$ cat config.mk
export PLATFORM = sky130hd
export DESIGN_NAME = jacaranda_mem_arbiter_flat
export DESIGN_NICKNAME = d
export VERILOG_FILES = /design/src/rtl/jacaranda_mem_arbiter_if.sv /design/src/rtl/jacaranda_mem_arbiter.sv /design/src/flat_wrapper.sv
export SDC_FILE = /design/constraint.sdc
export NUM_CORES = 1
export LEC_CHECK = 0
export CORE_MARGIN = 8
export CORE_UTILIZATION = 35
export DETAILED_ROUTE_END_ITERATION = 12
export PLACE_DENSITY = 0.77
export SETUP_SLACK_MARGIN = 0.15
export SYNTH_ARGS = -nofsm -noshare
export SYNTH_HDL_FRONTEND = slang
export SYNTH_SLANG_ARGS = --single-unit
export TNS_END_PERCENT = 20
$ cat constraint.sdc
create_clock -name clock -period 3.29 [get_ports clock]
set_input_delay 0.987 -clock clock [delete_from_list [all_inputs] [get_ports clock]]
set_output_delay 0.987 -clock clock [all_outputs]
set_load 0.01 [all_outputs]
$ cat src/rtl/jacaranda_mem_arbiter_if.sv
// rtl/jacaranda_mem_arbiter_if.sv - signal bundle for the jacaranda-8 SRAM arbiter
// Purpose : groups the Wishbone slave port, the core memory port and the SRAM
//           port of jacaranda_mem_arbiter into one interface.
// Modports: slave  - arbiter view (Wishbone/core/SRAM-read in, responses out)
//           master - surrounding system view (SoC, core and SRAM model)
// Signals : wbs_* Wishbone classic slave, cpu_* core fetch/load port,
//           mem_* single-port synchronous SRAM port.
interface jacaranda_mem_arbiter_if #(
   parameter int AW = 8
);
   logic          wbs_cyc_i;
   logic          wbs_stb_i;
   logic          wbs_we_i;
   logic [3:0]    wbs_sel_i;
   logic [31:0]   wbs_adr_i;
   logic [31:0]   wbs_dat_i;
   logic [31:0]   wbs_dat_o;
   logic          wbs_ack_o;

   logic          cpu_req;
   logic          cpu_we;
   logic [AW-1:0] cpu_addr;
   logic [7:0]    cpu_wdata;
   logic          cpu_gnt;
   logic          cpu_rvalid;
   logic [7:0]    cpu_rdata;
   logic          cpu_rst_n;

   logic          mem_en;
   logic          mem_we;
   logic [AW-1:0] mem_addr;
   logic [7:0]    mem_wdata;
   logic [7:0]    mem_rdata;

   modport slave (
      input  wbs_cyc_i, wbs_stb_i, wbs_we_i, wbs_sel_i, wbs_adr_i, wbs_dat_i,
      input  cpu_req, cpu_we, cpu_addr, cpu_wdata,
      input  mem_rdata,
      output wbs_dat_o, wbs_ack_o,
      output cpu_gnt, cpu_rvalid, cpu_rdata, cpu_rst_n,
      output mem_en, mem_we, mem_addr, mem_wdata
   );

   modport master (
      output wbs_cyc_i, wbs_stb_i, wbs_we_i, wbs_sel_i, wbs_adr_i, wbs_dat_i,
      output cpu_req, cpu_we, cpu_addr, cpu_wdata,
      output mem_rdata,
      input  wbs_dat_o, wbs_ack_o,
      input  cpu_gnt, cpu_rvalid, cpu_rdata, cpu_rst_n,
      input  mem_en, mem_we, mem_addr, mem_wdata
   );
endinterface

$ cat src/rtl/jacaranda_mem_arbiter.sv
// rtl/jacaranda_mem_arbiter.sv - SRAM arbiter and run control for the jacaranda-8 core
// Purpose : shares one single-port SRAM between the Wishbone slave port and the
//           jacaranda-8 core, holds the core in reset until CTRL.run is set,
//           and counts core stall cycles.
// Ports   : clock  - system clock
//           resetb - asynchronous active-low reset
//           bus    - jacaranda_mem_arbiter_if.slave (Wishbone, core, SRAM)
module jacaranda_mem_arbiter #(
   parameter logic [31:0] BASE_ADR     = 32'h3000_0000,
   parameter int          AW           = 8,
   parameter int          STARVE_LIMIT = 4
) (
   input  logic                         clock,
   input  logic                         resetb,
   jacaranda_mem_arbiter_if.slave       bus
);
   localparam int WW = $clog2(STARVE_LIMIT + 1);

   typedef enum logic [1:0] {
      IDLE   = 2'd0,
      WB_MEM = 2'd1,
      WB_ACK = 2'd2
   } state_t;

   state_t        state_q, state_d;
   logic          run_q, run_d;
   logic [15:0]   stall_q, stall_d;
   logic [WW-1:0] wb_wait_q, wb_wait_d;
   logic [31:0]   dat_q, dat_d;
   logic          rvalid_q, rvalid_d;
   logic          rst_n_q;
   logic          live_q;

   logic          wb_req;
   logic          in_win;
   logic [11:0]   off;
   logic          is_mem, is_ctrl, is_status;
   logic          wb_mem_pend, wb_force, wb_gnt, cpu_gnt_w, status_wr;
   logic          unused_bits;

   // live_q keeps the SRAM port quiet while reset is asserted even if the
   // SoC still holds stb; the arbiter only starts granting after release.
   assign wb_req      = live_q & bus.wbs_cyc_i & bus.wbs_stb_i;
   assign in_win      = (bus.wbs_adr_i[31:12] == BASE_ADR[31:12]);
   assign off         = bus.wbs_adr_i[11:0];
   assign is_mem      = (off[11:10] == 2'b00);
   assign is_ctrl     = (off[11:2] == 10'h100);
   assign is_status   = (off[11:2] == 10'h101);

   // A Wishbone memory access competes for the slot only while waiting in IDLE.
   assign wb_mem_pend = (state_q == IDLE) & wb_req & in_win & is_mem;
   assign wb_force    = (wb_wait_q == WW'(STARVE_LIMIT));
   assign wb_gnt      = wb_mem_pend & (~run_q | ~bus.cpu_req | wb_force);
   assign cpu_gnt_w   = run_q & bus.cpu_req & ~wb_gnt;
   assign status_wr   = (state_q == IDLE) & wb_req & in_win & is_status & bus.wbs_we_i;

   assign unused_bits = &{1'b0, bus.wbs_sel_i[3:1], bus.wbs_dat_i[31:8], bus.wbs_adr_i[1:0]};

   assign bus.cpu_gnt    = cpu_gnt_w;
   // Gating with run_q drops a read whose grant coincided with a run=0 write.
   assign bus.cpu_rvalid = rvalid_q & run_q;
   assign bus.cpu_rdata  = bus.mem_rdata;
   assign bus.cpu_rst_n  = rst_n_q;
   assign bus.wbs_dat_o  = dat_q;
   // Ack is withheld if the master abandons the cycle in the ack state.
   assign bus.wbs_ack_o  = (state_q == WB_ACK) & wb_req;

   always_comb begin
      bus.mem_en    = 1'b0;
      bus.mem_we    = 1'b0;
      bus.mem_addr  = '0;
      bus.mem_wdata = '0;
      if (wb_gnt) begin
         bus.mem_en    = 1'b1;
         bus.mem_we    = bus.wbs_we_i & bus.wbs_sel_i[0];
         bus.mem_addr  = bus.wbs_adr_i[AW+1:2];
         bus.mem_wdata = bus.wbs_dat_i[7:0];
      end else if (cpu_gnt_w) begin
         bus.mem_en    = 1'b1;
         bus.mem_we    = bus.cpu_we;
         bus.mem_addr  = bus.cpu_addr;
         bus.mem_wdata = bus.cpu_wdata;
      end
   end

   always_comb begin
      state_d   = state_q;
      run_d     = run_q;
      dat_d     = dat_q;
      wb_wait_d = wb_wait_q;
      stall_d   = stall_q;
      rvalid_d  = cpu_gnt_w & ~bus.cpu_we;

      case (state_q)
         IDLE: begin
            if (wb_req && in_win) begin
               if (is_mem) begin
                  if (wb_gnt) begin
                     state_d   = WB_MEM;
                     wb_wait_d = '0;
                  end else begin
                     wb_wait_d = wb_wait_q + WW'(1);
                  end
               end else begin
                  // Register accesses never touch the SRAM slot.
                  state_d = WB_ACK;
                  dat_d   = '0;
                  if (bus.wbs_we_i) begin
                     if (is_ctrl) run_d = bus.wbs_dat_i[0];
                  end else if (is_ctrl) begin
                     dat_d = {31'b0, run_q};
                  end else if (is_status) begin
                     dat_d = {stall_q, 15'b0, run_q};
                  end
               end
            end else begin
               wb_wait_d = '0;
            end
         end
         WB_MEM: begin
            // SRAM output is valid here; a started write has already landed.
            if (wb_req) begin
               state_d = WB_ACK;
               dat_d   = bus.wbs_we_i ? 32'b0 : {24'b0, bus.mem_rdata};
            end else begin
               state_d = IDLE;
            end
         end
         WB_ACK:  state_d = IDLE;
         default: state_d = IDLE;
      endcase

      if (status_wr) begin
         stall_d = '0;
      end else if (run_q && bus.cpu_req && !cpu_gnt_w && stall_q != 16'hFFFF) begin
         stall_d = stall_q + 16'd1;
      end
   end

   always_ff @(posedge clock or negedge resetb) begin
      if (!resetb) begin
         state_q   <= IDLE;
         run_q     <= 1'b0;
         stall_q   <= '0;
         wb_wait_q <= '0;
         dat_q     <= '0;
         rvalid_q  <= 1'b0;
         rst_n_q   <= 1'b0;
         live_q    <= 1'b0;
      end else begin
         state_q   <= state_d;
         run_q     <= run_d;
         stall_q   <= stall_d;
         wb_wait_q <= wb_wait_d;
         dat_q     <= dat_d;
         rvalid_q  <= rvalid_d;
         rst_n_q   <= run_q;
         live_q    <= 1'b1;
      end
   end
endmodule

$ cat src/flat_wrapper.sv
// flat-port wrapper written by rule: the top's interface ports become plain ports
module jacaranda_mem_arbiter_flat 
#(
   parameter logic [31:0] BASE_ADR     = 32'h3000_0000,
   parameter int          AW           = 8,
   parameter int          STARVE_LIMIT = 4
)
  (clock, resetb, bus_wbs_cyc_i, bus_wbs_stb_i, bus_wbs_we_i, bus_wbs_sel_i, bus_wbs_adr_i, bus_wbs_dat_i, bus_cpu_req, bus_cpu_we, bus_cpu_addr, bus_cpu_wdata, bus_mem_rdata, bus_wbs_dat_o, bus_wbs_ack_o, bus_cpu_gnt, bus_cpu_rvalid, bus_cpu_rdata, bus_cpu_rst_n, bus_mem_en, bus_mem_we, bus_mem_addr, bus_mem_wdata);
  jacaranda_mem_arbiter_if #(.AW(AW)) bus_i ();
  input  logic clock;
  input  logic resetb;
  input wire logic [$bits(bus_i.wbs_cyc_i)-1:0] bus_wbs_cyc_i;
  input wire logic [$bits(bus_i.wbs_stb_i)-1:0] bus_wbs_stb_i;
  input wire logic [$bits(bus_i.wbs_we_i)-1:0] bus_wbs_we_i;
  input wire logic [$bits(bus_i.wbs_sel_i)-1:0] bus_wbs_sel_i;
  input wire logic [$bits(bus_i.wbs_adr_i)-1:0] bus_wbs_adr_i;
  input wire logic [$bits(bus_i.wbs_dat_i)-1:0] bus_wbs_dat_i;
  input wire logic [$bits(bus_i.cpu_req)-1:0] bus_cpu_req;
  input wire logic [$bits(bus_i.cpu_we)-1:0] bus_cpu_we;
  input wire logic [$bits(bus_i.cpu_addr)-1:0] bus_cpu_addr;
  input wire logic [$bits(bus_i.cpu_wdata)-1:0] bus_cpu_wdata;
  input wire logic [$bits(bus_i.mem_rdata)-1:0] bus_mem_rdata;
  output wire logic [$bits(bus_i.wbs_dat_o)-1:0] bus_wbs_dat_o;
  output wire logic [$bits(bus_i.wbs_ack_o)-1:0] bus_wbs_ack_o;
  output wire logic [$bits(bus_i.cpu_gnt)-1:0] bus_cpu_gnt;
  output wire logic [$bits(bus_i.cpu_rvalid)-1:0] bus_cpu_rvalid;
  output wire logic [$bits(bus_i.cpu_rdata)-1:0] bus_cpu_rdata;
  output wire logic [$bits(bus_i.cpu_rst_n)-1:0] bus_cpu_rst_n;
  output wire logic [$bits(bus_i.mem_en)-1:0] bus_mem_en;
  output wire logic [$bits(bus_i.mem_we)-1:0] bus_mem_we;
  output wire logic [$bits(bus_i.mem_addr)-1:0] bus_mem_addr;
  output wire logic [$bits(bus_i.mem_wdata)-1:0] bus_mem_wdata;
  assign bus_i.wbs_cyc_i = bus_wbs_cyc_i;
  assign bus_i.wbs_stb_i = bus_wbs_stb_i;
  assign bus_i.wbs_we_i = bus_wbs_we_i;
  assign bus_i.wbs_sel_i = bus_wbs_sel_i;
  assign bus_i.wbs_adr_i = bus_wbs_adr_i;
  assign bus_i.wbs_dat_i = bus_wbs_dat_i;
  assign bus_i.cpu_req = bus_cpu_req;
  assign bus_i.cpu_we = bus_cpu_we;
  assign bus_i.cpu_addr = bus_cpu_addr;
  assign bus_i.cpu_wdata = bus_cpu_wdata;
  assign bus_i.mem_rdata = bus_mem_rdata;
  assign bus_wbs_dat_o = bus_i.wbs_dat_o;
  assign bus_wbs_ack_o = bus_i.wbs_ack_o;
  assign bus_cpu_gnt = bus_i.cpu_gnt;
  assign bus_cpu_rvalid = bus_i.cpu_rvalid;
  assign bus_cpu_rdata = bus_i.cpu_rdata;
  assign bus_cpu_rst_n = bus_i.cpu_rst_n;
  assign bus_mem_en = bus_i.mem_en;
  assign bus_mem_we = bus_i.mem_we;
  assign bus_mem_addr = bus_i.mem_addr;
  assign bus_mem_wdata = bus_i.mem_wdata;
  jacaranda_mem_arbiter #(.BASE_ADR(BASE_ADR), .AW(AW), .STARVE_LIMIT(STARVE_LIMIT)) u_core (.clock(clock), .resetb(resetb), .bus(bus_i));
endmodule
; After elaboration in Yosys (flattened, before gate mapping)
; Cells that the tools add are included.
[classes]
add_sub_neg = 2
eq_ne = 12
muxes = 26
bitwise = 21
n_reduce_logical = 13
[op_table]
columns = op, n
row1 = 2-to-1 mux 32 bit, 6
row2 = one-hot mux 32 bit (2 select lines), 1
row3 = 2-to-1 mux 8 bit, 5
row4 = 2-to-1 mux 16 bit, 2
row5 = == test 10 x 9 -> 1 bit (second input constant), 2
row6 = == test 20 x 18 -> 1 bit (second input constant), 1
row7 = adder 16 x 1 -> 16 bit (second input constant), 1
row8 = inequality test 16 bit (second input constant), 1
row9 = AND 1 bit, 14
row10 = 2-to-1 mux 3 bit, 3
row11 = 2-to-1 mux 2 bit, 4
row12 = NOT 1 bit, 5
row13 = AND reduction 5 bit, 1
row14 = logical AND 1 bit, 4
row15 = logical NOT 2 bit, 2
row16 = 2-to-1 mux 1 bit, 4
row17 = inequality test 2 x 1 -> 1 bit (second input constant), 2
row18 = inequality test 2 bit (second input constant), 2
row19 = one-hot mux 2 bit (2 select lines), 1
row20 = AND reduction 2 bit, 2
row21 = AND reduction 4 bit, 1
row22 = nonzero test 2 bit, 2
row23 = adder 3 x 1 -> 3 bit (second input constant), 1
row24 = == test 3 bit (second input constant), 1
row25 = other kinds (5), 6
[word_totals]
reg_bits = 57
input_bits = 99
out_inout_bits = 62
word_cells = 82

; Depth between registers and ports, before layout
[depth]
ltp_word = 13
mapped_depth = 8
depth_no_buf = 7

; Worst setup path after synthesis
; OpenSTA, ideal clock, no wires.
[synth_timing]
path_kind = input port to output port
from = input bus_wbs_adr_i[25]
to = output bus_mem_addr[0]
arrival_ps = 2406
t_required_ps = 2303
path_slack_ps = -103
stages = 6
path_buffers = 1
cell_sequence = nor4_1 > nand4b_1 > nor4_2 > clkbuf_1 > nand2_1 > o21ai_0
[synth_between]
elab_chain_len = 8
[synth_rtl]
columns = item, line
row1 = from (decl), flat_wrapper.sv:16  ; input wire logic [$bits(bus_i.wbs_adr_i)-1:0] bus_wbs_adr_i;
row2 = == test 20 x 18 -> 1 bit *, jacaranda_mem_arbiter.sv:44  ; assign in_win = (bus.wbs_adr_i[31:12] == BASE_ADR[31:12]);
row3 = AND 1 bit * (2 in a row), jacaranda_mem_arbiter.sv:51  ; assign wb_mem_pend = (state_q == IDLE) & wb_req & in_win & is_mem;
row4 = AND 1 bit *, jacaranda_mem_arbiter.sv:53  ; assign wb_gnt = wb_mem_pend & (~run_q | ~bus.cpu_req | wb_force);
row5 = NOT 1 bit, jacaranda_mem_arbiter.sv:54  ; assign cpu_gnt_w = run_q & bus.cpu_req & ~wb_gnt;
row6 = AND 1 bit, jacaranda_mem_arbiter.sv:54
row7 = 2-to-1 mux 8 bit, jacaranda_mem_arbiter.sv:78  ; end else if (cpu_gnt_w) begin
row8 = 2-to-1 mux 8 bit *, jacaranda_mem_arbiter.sv:73  ; if (wb_gnt) begin
row9 = to (decl), flat_wrapper.sv:31  ; output wire logic [$bits(bus_i.mem_addr)-1:0] bus_mem_addr;
; Every way passes the cells marked *; elsewhere a longest branch is shown, timed or not.

; Worst setup path after layout
[layout_timing]
from = input bus_wbs_adr_i[22]
to = output bus_mem_addr[0]
; Same word-level chain as after synthesis.

==> flow_metrics.env <==
export IMPL_status="complete, but fails checks"
export IMPL_violations="setup timing"
export IMPL_synth_distinct_cells=45
export IMPL_grt_util_all_layers_pct=17.0
export IMPL_drv_slew=0
export IMPL_hold_depth=2
export IMPL_fin_ws_ps=-144
export IMPL_finalSetupViolCount=19
export IMPL_ioPinCount=161
export IMPL_tightest_slew_ps=702
export IMPL_powerDensity_nw_per_um2=238
export IMPL_clk_latency_ps=310
export IMPL_synthFlopType="dfrtp_1"
export IMPL_grt_pass1_wl_um=15800
export IMPL_die_w_um=106
export IMPL_cts_buffers_inserted=5
export IMPL_drtAntennaViolNets=0
export IMPL_dp_cells=580
export IMPL_cp_start_kind="primary input"
export IMPL_yosysWarnings=0
export IMPL_synth_xor_area_share_pct=1.55
export IMPL_numClockSinks=49
export IMPL_p_total_mw=1.09
export IMPL_timing_slew_headroom_pct=52.0
export IMPL_portBuffers=123
export IMPL_leakage_nw=2.12
export IMPL_synthSimpleGateAreaFrac_pct=32.6
export IMPL_layout_cells_non_filler=604
export IMPL_crit_path_end_kind="output pin"
export IMPL_final_cell_area_um2=4580
export IMPL_tns_ps=-2050
export IMPL_fin_crit_ps=3430
export IMPL_crit_type="in2out"
export IMPL_fmax_mhz=291
export IMPL_grt_max_degree=34
export IMPL_min_from="u_core.bus.wbs_dat_o[31]"
export IMPL_required_ps=2300
export IMPL_clockBufferDepth=2
export IMPL_post_route_util_pct=57.1
export IMPL_grt_use_met3_pct=3.75
export IMPL_synthArstFlopShare_pct=100
export IMPL_maxCapViolations=0
export IMPL_grt_setup_unrepaired="yes"
export IMPL_rr_startpoint="u_core.live_q"
export IMPL_synth_mux_area_share_pct=0.751
export IMPL_whs_ps=470
export IMPL_initial_utilization_pct=35.4
export IMPL_pre_cts_slack_ps=-937
export IMPL_dp_hpwl_um=7250
export IMPL_tritoncts="yes"
export IMPL_first_iter_violations=228
export IMPL_drt_wl_total_um=9730
export IMPL_final_common_cell="nand2_1"
export IMPL_synthAdderAreaFrac_pct=1.33
export IMPL_cp_max_fo=5
export IMPL_synth_top_family_by_area="simple AND/OR/NAND/NOR gates"
export IMPL_wl_per_cell_um=16.1
export IMPL_place_gp_congestion=0.837
export IMPL_die_h_um=106
export IMPL_drc=0
export IMPL_nNetsFinal=600
export IMPL_core_area_um2=8010
export IMPL_synth_seq_area_share_pct=43.3
export IMPL_slowest_delay_ps=250
export IMPL_synth_edff_count=0
export IMPL_final_cell_mix="85 x nand2_1, 77 x clkdlybuf4s50_1, 49 x dfrtp_1, 36 x buf_4, 30 x nand3_1"
export IMPL_htreeDepth=2
export IMPL_slowest_stage="nor4_2"
export IMPL_reg2reg_depth=9
export IMPL_syn_instance_count=346
export IMPL_first_pass_iters=4
export IMPL_place_area_um2=4340
export IMPL_grt_util_met2_pct=30.4
export IMPL_use_met1_pct=19.4
export IMPL_min_path_type="reg2reg"
export IMPL_die_area_um2=11200
export IMPL_synth_compound_area_share_pct=12.4
export IMPL_drive_gt1_share_pct=23.2
export IMPL_diodes=0
export IMPL_viasPerCell=5.19
export IMPL_synth_avg_cell_area_um2=8.19
export IMPL_timing_final_crit_share_pct=104
export IMPL_min_to="u_core.bus.wbs_dat_o[31]"
export IMPL_netlist_area_um2=2830
export IMPL_cp_arrival_ps=2450
export IMPL_path_cells="buf_2 -> nor4_2 -> nand4b_1 -> buf_4 -> nor4_4 -> buf_6 -> buf_6 -> buf_4 -> o21ai_1 -> buf_2"
export IMPL_overflow=0
export IMPL_grt_pass1_vias=3122
export IMPL_grt_busiest_layer="met2"
export IMPL_vias=3136
export IMPL_rows=33
export IMPL_area_growth_pct=61.6
export IMPL_ir_worst_vdd_v=0.000163
export IMPL_cts_root_buf="clkbuf_8"
export IMPL_hold_viol_final=0
export IMPL_r2r_end="u_core.stall_q[14]"
export IMPL_antenna_found_initial=0
export IMPL_clock_skew_ps=6.52
export IMPL_ys_ff_latch=49
export IMPL_rrSetupSlack_ps=880
export IMPL_clk_pin_slew_ps=80
## power breakdown
group / switching (mW) / internal [mW]
combinational: 0.0537 / 0.0846
clock: 0.196 / 0.151
sequential: 0.000322 / 0.602
## synthesized netlist by cell type, drive strengths merged (2+ instances only)
library cell | count | area, um2
or4 | 2 | 15.0
a31oi | 4 | 25.0
a21o | 3 | 22.5
xnor2 | 5 | 43.8
nand4 | 5 | 31.3
inv | 9 | 33.8
nand3 | 32 | 160
nand4b | 3 | 26.3
and3b | 2 | 17.5
a21oi | 6 | 30.0
nor4bb | 2 | 20.0
and2 | 2 | 12.5
dfrtp | 49 | 1230
a221o | 5 | 50.1
clkbuf | 10 | 37.5
nor3 | 4 | 20.0
o21ai | 21 | 105
o31ai | 3 | 22.5
buf | 22 | 150
or2 | 2 | 12.5
nor3b | 3 | 22.5
and4 | 4 | 35.0
and3 | 6 | 37.5
a2111oi | 6 | 60.1
ha | 3 | 37.5
nand2 | 92 | 345
nor2 | 21 | 81.3
conb | 2 | 7.51
nor4 | 8 | 56.3
## layout make-up
class,count,area (um2)
clock buffer,7,76.3
sequential,49,1230
inverter,9,33.8
tap,105,131
multi-input combinational,263,1570
timing repair buffer,170,1530
fill,736,3430
clock inverter,1,7.51
## critical path: cells and delay by family
kind	cells	cell delay [ps]
buf+inv	6	830
compound gates	1	90
simple gates	3	530
## flip-flops by register name (all words and copies together), names as in the netlist
| signal | cells |
|---|---|
| u_core.live_q | 1 |
| u_core.bus.wbs_dat_o | 24 |
| u_core.state_q | 2 |
| u_core.bus.cpu_rst_n | 1 |
| u_core.rvalid_q | 1 |
| u_core.run_q | 1 |
| u_core.stall_q | 16 |
| u_core.wb_wait_q | 3 |
## kinds of logic (layout without fill, tap and decap cells)
| logic type | Yosys count | in the layout |
|---|---|---|
| adders and majority gates | 3 | 3 |
| muxes | 2 | 2 |
| and+or+nand+nor | 192 | 192 |
| other | 2 | 9 |
| AOI/OAI and AO/OA | 52 | 52 |
| DFF | 49 | 49 |
| xor gates and xnor gates | 5 | 5 |
| buffers and inverters | 41 | 187 |
## worst max-delay path by stage
stage	from	endpoint	slack, ps	depth (start not counted)
2_1_floorplan	bus_wbs_adr_i[25]	bus_mem_en	60	6
3_3_place_gp	bus_wbs_adr_i[28]	bus_mem_addr[7]	-900	9
3_5_place_dp	bus_wbs_adr_i[28]	bus_mem_addr[7]	-940	9
4_1_cts	bus_wbs_adr_i[31]	bus_mem_addr[7]	-230	11
5_1_grt	bus_wbs_adr_i[23]	bus_mem_addr[7]	-200	10
6_report	bus_wbs_adr_i[22]	bus_mem_addr[0]	-140	10
## repair_timing
item | 4_1_cts | 5_1_grt
endpoints found under the setup margin | 20 | 19
endpoints found under the hold margin | 0 | 0
pin swaps | 15 | 10
gates cloned | 5 | 0
setup buffers | 10 | 1
hold buffers | 0 | 0
gates resized for setup | 156 | 37
## layer usage
metal  routed length (um)  share of wire (%)
met4                  244                2.5
met3                  477                4.9
met2                 5100                 52
met1                 3910                 40
met5                    0                  0
Power figures use the tool's default switching activity.
